[config.mk]
export PLATFORM = sky130hd
export DESIGN_NAME = bp_piton_l15_return_adapter
export DESIGN_NICKNAME = d
export VERILOG_FILES = /design/src/rtl/bp_piton_l15_return_adapter.sv
export SDC_FILE = /design/constraint.sdc
export NUM_CORES = 1
export LEC_CHECK = 0
export ABC_CLOCK_PERIOD_IN_PS = 14900
export BUFFER_PORTS_ARGS = -buffer_cell sky130_fd_sc_hd__buf_2
export CORE_AREA = 2 2 211 213
export DETAILED_ROUTE_END_ITERATION = 7
export DIE_AREA = 0 0 213 215
export PLACE_DENSITY = 0.66
export SYNTH_ARGS = -nofsm -noshare
export SYNTH_HDL_FRONTEND = slang
export SYNTH_SLANG_ARGS = --single-unit
export TNS_END_PERCENT = 50
[constraint.sdc]
create_clock -name clk_i -period 14.9 [get_ports clk_i]
set_input_delay 0.745 -clock clk_i [delete_from_list [all_inputs] [get_ports clk_i]]
set_output_delay 0.745 -clock clk_i [all_outputs]
set_load 0.02 [all_outputs]
[src/rtl/bp_piton_l15_return_adapter.sv]
// -----------------------------------------------------------------------------
// bp_piton_l15_return_adapter
//
// Purpose:
//   Accepts returns from the OpenPiton L1.5 and sorts them by type.
//   - Fill returns (LOAD_RET, IFILL_RET, ATOMIC_RET) are buffered in a small
//     FIFO and presented to the cache with a valid/ready handshake.
//   - EVICT_REQ becomes a one-cycle invalidation pulse.
//   - ST_ACK becomes a one-cycle store-ack pulse.
//   - Unknown return types are acked, dropped, and set a sticky error flag.
//   Only fill returns can be back-pressured (FIFO full). Every other type is
//   acked in the cycle it is presented.
//
// Parameters:
//   fifo_els_p   : return-buffer depth (2 or 4)
//   fill_width_p : fill data width (128 or 256)
//
// Ports:
//   clk_i                        : clock
//   reset_i                      : asynchronous active-high reset
//   l15_transducer_val_i         : L1.5 return valid
//   l15_transducer_returntype_i  : return type code
//   l15_transducer_data_i        : {data_3, data_2, data_1, data_0}
//   l15_transducer_inval_addr_i  : invalidation address bits [15:4]
//   transducer_l15_ack_o         : return accepted (combinational)
//   fill_v_o / fill_ready_and_i  : fill valid / consumer ready
//   fill_icache_o                : 1 = ifill, 0 = dcache load or atomic
//   fill_data_o                  : fill data
//   inval_v_o / inval_addr_o     : invalidation pulse and held address
//   st_ack_o                     : store-ack pulse
//   err_o                        : sticky unknown-returntype flag
// -----------------------------------------------------------------------------
module bp_piton_l15_return_adapter #(
   parameter int fifo_els_p   = 2,
   parameter int fill_width_p = 256
) (
   input  logic                    clk_i,
   input  logic                    reset_i,
   input  logic                    l15_transducer_val_i,
   input  logic [3:0]              l15_transducer_returntype_i,
   input  logic [255:0]            l15_transducer_data_i,
   input  logic [11:0]             l15_transducer_inval_addr_i,
   output logic                    transducer_l15_ack_o,
   output logic                    fill_v_o,
   input  logic                    fill_ready_and_i,
   output logic                    fill_icache_o,
   output logic [fill_width_p-1:0] fill_data_o,
   output logic                    inval_v_o,
   output logic [11:0]             inval_addr_o,
   output logic                    st_ack_o,
   output logic                    err_o
);

   localparam int ptr_w_lp = (fifo_els_p > 1) ? $clog2(fifo_els_p) : 1;
   localparam int cnt_w_lp = $clog2(fifo_els_p + 1);

   localparam logic [3:0] LOAD_RET   = 4'h0;
   localparam logic [3:0] IFILL_RET  = 4'h1;
   localparam logic [3:0] EVICT_REQ  = 4'h3;
   localparam logic [3:0] ST_ACK     = 4'h4;
   localparam logic [3:0] ATOMIC_RET = 4'hE;

   // ---------------------------------------------------------------- decode
   logic is_load, is_ifill, is_atomic, is_fill, is_evict, is_st, is_unknown;

   assign is_load    = (l15_transducer_returntype_i == LOAD_RET);
   assign is_ifill   = (l15_transducer_returntype_i == IFILL_RET);
   assign is_atomic  = (l15_transducer_returntype_i == ATOMIC_RET);
   assign is_evict   = (l15_transducer_returntype_i == EVICT_REQ);
   assign is_st      = (l15_transducer_returntype_i == ST_ACK);
   assign is_fill    = is_load | is_ifill | is_atomic;
   assign is_unknown = ~(is_fill | is_evict | is_st);

   // ---------------------------------------------------------------- FIFO state
   logic [ptr_w_lp-1:0] rd_ptr_q, rd_ptr_d;
   logic [ptr_w_lp-1:0] wr_ptr_q, wr_ptr_d;
   logic [cnt_w_lp-1:0] cnt_q,    cnt_d;

   // Each entry is {icache bit, data}. Storage is deliberately not reset:
   // only the pointers and occupancy define what is valid.
   logic [fill_width_p:0] mem_q [fifo_els_p];
   logic [fill_width_p:0] head;
   logic [fill_width_p-1:0] wr_data;

   logic full, enq, deq, ack;

   assign full     = (cnt_q == cnt_w_lp'(fifo_els_p));
   assign fill_v_o = (cnt_q != '0);
   assign deq      = fill_v_o & fill_ready_and_i;

   // A fill may enter a full FIFO when the head leaves in the same cycle.
   // Reset gates the ack so nothing is accepted while state is being cleared.
   assign ack = l15_transducer_val_i & ~reset_i & (~is_fill | ~full | deq);
   assign enq = ack & is_fill;

   assign transducer_l15_ack_o = ack;

   generate
      if (fill_width_p == 256) begin : g_w256
         assign wr_data = l15_transducer_data_i;
      end else begin : g_w128
         // Atomic results live in data_0; replicate so either 64-bit half
         // of the narrow fill carries the result.
         assign wr_data = is_atomic ? {2{l15_transducer_data_i[63:0]}}
                                    : l15_transducer_data_i[127:0];
         logic unused_upper_data;
         assign unused_upper_data = ^l15_transducer_data_i[255:128];
      end
   endgenerate

   function automatic logic [ptr_w_lp-1:0] bump(input logic [ptr_w_lp-1:0] p);
      return (p == ptr_w_lp'(fifo_els_p - 1)) ? '0 : p + ptr_w_lp'(1);
   endfunction

   always_comb begin
      rd_ptr_d = rd_ptr_q;
      wr_ptr_d = wr_ptr_q;
      cnt_d    = cnt_q;
      if (enq) wr_ptr_d = bump(wr_ptr_q);
      if (deq) rd_ptr_d = bump(rd_ptr_q);
      case ({enq, deq})
         2'b10:   cnt_d = cnt_q + cnt_w_lp'(1);
         2'b01:   cnt_d = cnt_q - cnt_w_lp'(1);
         default: cnt_d = cnt_q;
      endcase
   end

   always_ff @(posedge clk_i) begin
      if (enq) mem_q[wr_ptr_q] <= {is_ifill, wr_data};
   end

   assign head          = mem_q[rd_ptr_q];
   assign fill_icache_o = head[fill_width_p];
   assign fill_data_o   = head[fill_width_p-1:0];

   // ---------------------------------------------------------------- side-band
   logic        inval_v_q, inval_v_d;
   logic [11:0] inval_addr_q, inval_addr_d;
   logic        st_ack_q, st_ack_d;
   logic        err_q, err_d;

   always_comb begin
      inval_v_d    = ack & is_evict;
      inval_addr_d = (ack & is_evict) ? l15_transducer_inval_addr_i : inval_addr_q;
      st_ack_d     = ack & is_st;
      err_d        = err_q | (ack & is_unknown);
   end

   always_ff @(posedge clk_i or posedge reset_i) begin
      if (reset_i) begin
         rd_ptr_q     <= '0;
         wr_ptr_q     <= '0;
         cnt_q        <= '0;
         inval_v_q    <= 1'b0;
         inval_addr_q <= '0;
         st_ack_q     <= 1'b0;
         err_q        <= 1'b0;
      end else begin
         rd_ptr_q     <= rd_ptr_d;
         wr_ptr_q     <= wr_ptr_d;
         cnt_q        <= cnt_d;
         inval_v_q    <= inval_v_d;
         inval_addr_q <= inval_addr_d;
         st_ack_q     <= st_ack_d;
         err_q        <= err_d;
      end
   end

   assign inval_v_o    = inval_v_q;
   assign inval_addr_o = inval_addr_q;
   assign st_ack_o     = st_ack_q;
   assign err_o        = err_q;

endmodule

==> results by group <==
Status
  – Outcome: finished clean

Clock tree
  – CTS buffer count: 53
  – CTS tree: built
  – CTS sink cnt: 533
  – # H-tree levels: 2
  – CTS Buffer Depth: 3
  – Clock Tree Root: clkbuf_16
  – Clk Latency, worst-skew pair: 0.57 ns
  – Post-CTS Setup Bufs: 0
  – Post-cts sizing count: 0
  – CTS clk-pin slew, worst paths: 0.06 ns
  – # hold bufs at CTS: 0

Floorplan
  – Die ar.: 45800 um^2
  – Std-Cell Core Area: 43600 um^2
  – Initial Util: 44.3%
  – Die Span X: 213 um
  – Std-Cell Rows: 77
  – Die Height: 215 um
  – Io pins: 550

Timing
  – Slew Limit Fails: 0
  – Fin. Hold Viols: 0
  – Sum Neg Setup Slack: 0 ns
  – Clk_skew: 0.00924 ns
  – Slew margin rel.: 22.2%
  – Worst setup margin: 10.04 ns
  – Fin crit period: 4.86 ns
  – RSZ-0062 raised after global routing: false
  – Setup violations, final: 0
  – Hold_ws: 0.358 ns
  – Final worst-path cycle share: 32.6%
  – Fmax: 206 MHz
  – Worst slew pin tran: 1.17 ns

GRT
  – First-pass GRT wire length: 63000 um
  – Met3 GRT Util: 6.69%
  – Largest net degree at the start of global routing: 81
  – Initial antenna violation count: 15
  – Met2 Use GR: 32.6%
  – Grt total ovfl: 0
  – GRT busiest layer: met2
  – Total GRT Usage: 18.5%
  – Number of global-route vias before repair: 10600
  – Grt met1 use: 20.9%

Routing
  – Vias: 10200
  – WL final: 43800 um
  – Pre-antenna DRT Iters: 5
  – Remaining antenna violation count: 0
  – DRC Markers: 0
  – WL/cell: 21.0 um
  – Iter 0 DRT Violations: 782
  – Via-per-instance ratio: 4.89

Logic synthesis
  – Mapped Area: 19400 um^2
  – Area share of the largest cell type after synthesis: 79.8%
  – Ys async rst share: 3.56%
  – Yosys warns: 0
  – Primary FF master, synth: edfxtp_1
  – Syn nets: 1141
  – Top post-synthesis cells by count: 514 x edfxtp_1, 260 x mux2_2, 29 x buf_2
  – Mapped Cells: 864
  – Ranking of synthesized cells by area: edfxtp_1 80%, mux2_2 15%, dfrtp_1 2.5%
  – Most common cell in the netlist: edfxtp_1
  – Seq/Total Area, Yosys: 82.2%
  – Syn Area/Cell: 22.4 um^2
  – EDFF count, synth: 514
  – Synth cell types: 28
  – Area leader, netlist: edfxtp_1
  – #FFs+latches synth: 533

Run
  – Maximum Capacitance Violations: 0

Setup path
  – Critical Path AT: 4.11 ns
  – Worst Setup End Kind: output port
  – Crit Path Class: reg2out
  – Worst Path Max Fanout: 79
  – Worst r2r src: cnt_q[1]
  – WP data required: 14.16 ns
  – CP Launch Point: rd_ptr_q
  – CP Launch Type: flip-flop

Final layout
  – Reg area: 15900 um^2
  – Multi-input gate area: 3280 um^2
  – Post-route cell area: 24300 um^2
  – Utilization after layout: 55.8%
  – Nets: 1725
  – # fillers: 3403
  – Area Overhead vs Synth: 25.8%
  – Layout cells sized above 1: 60.9%

Pwr
  – Clock share of power: 30.2%
  – PD cells: 162 nW/um^2
  – Comb power frac: 25.5%
  – Switching Fraction: 29.0%
  – Leakage: 0.00903 uW
  – Int Power: 2790 uW
  – Sw power: 1140 uW
  – Register share of total power: 44.3%
  – Maximum vdd ir drop: 0.000116 V

Place
  – Post-DP HPWL: 30900 um
  – RePlAce Congestion: 0.843
  – Port Buffers: 549
  – Placement Cell Area: 22800 um^2
  – Worst slack, placed: 10.64 ns

Min path
  – Worst hold path class: in2async
[per-layer routing]
metal | wire length (um) | part of all wire (%)
met3 | 4010 | 9.1
met5 | 93 | 0.21
met4 | 1040 | 2.4
met1 | 15600 | 36
met2 | 23100 | 53
[cells by family after synthesis]
logic type | after synthesis | share of synthesized area, %
adder cells (fa/ha/maj) | 1 | 0.0646
AND/OR/NAND/NOR | 18 | 0.537
multiplexers | 269 | 15.8
buffers and inverters | 33 | 0.905
flip-flops | 533 | 82.2
XOR/XNOR | 5 | 0.265
AO/OA/AOI/OAI | 5 | 0.181
[through the flow]
step,instances,power [uW]
global route,2085,4080
global placement,1985,2770
finish,2089,3930
detailed placement,1985,2790
CTS,2079,3980
floorplan,864,2490
[cell type report]
class / count / share of cell area, %
Antenna cell: 10 / 0.103
Clock inverter: 22 / 0.458
Tap cell: 592 / 3.04
Sequential cell: 533 / 65.4
Inverter: 2 / 0.0308
Clock buffer: 72 / 5.87
Timing Repair Buffer: 560 / 11.6
Multi-Input combinational cell: 298 / 13.5
[registers in the layout (all words and copies together) (netlist names)]
signal / cells
mem_q: 514
inval_addr_o: 12
cnt_q: 2
err_o: 1
inval_v_o: 1
rd_ptr_q: 1
st_ack_o: 1
wr_ptr_q: 1
[final timing paths]
check                                    to  slack, ns  cells past startpoint
min                                st_ack_o       0.36                      2
max in group asynchronous          rd_ptr_q      13.93                      2
max reg2reg                   mem_q[1][173]      11.75                      5
min in group clk_i             mem_q[0][72]       0.36                      1
min reg2reg                           err_o       0.49                      1
max                        fill_data_o[178]      10.04                      4
[cells in the final DEF (no fill, tap or decap), types with 2 or more instances in the layout]
cell type,count
dfrtp_1,18
mux2_4,9
buf_2,549
xor2_1,2
buf_4,11
nor2_1,4
clkinvlp_4,2
clkinv_1,9
clkbuf_8,3
xnor2_1,2
clkbuf_1,16
diode_2,10
nor2_4,2
clkinv_2,9
inv_1,2
inv_6,2
clkbuf_16,53
edfxtp_1,514
mux2_2,260
nand2_1,2
[power by group through the flow]
stage                     Clock (uW)  Sequential (uW)  Combinational (uW)
after floorplan                    0             1760                 724
after global placement             0             1770                1000
after detailed placement           0             1780                1010
after CTS                       1220             1740                1020
after global routing            1270             1750                1060
final                           1190             1740                1000
[critical path, stage by stage (launching register included)]
cell,delay [ns]
dfrtp_4,0.88
buf_4,0.88
buf_4,0.89
mux2_2,0.43
buf_2,0.16
No activity file was read; power rests on OpenSTA's default activity.
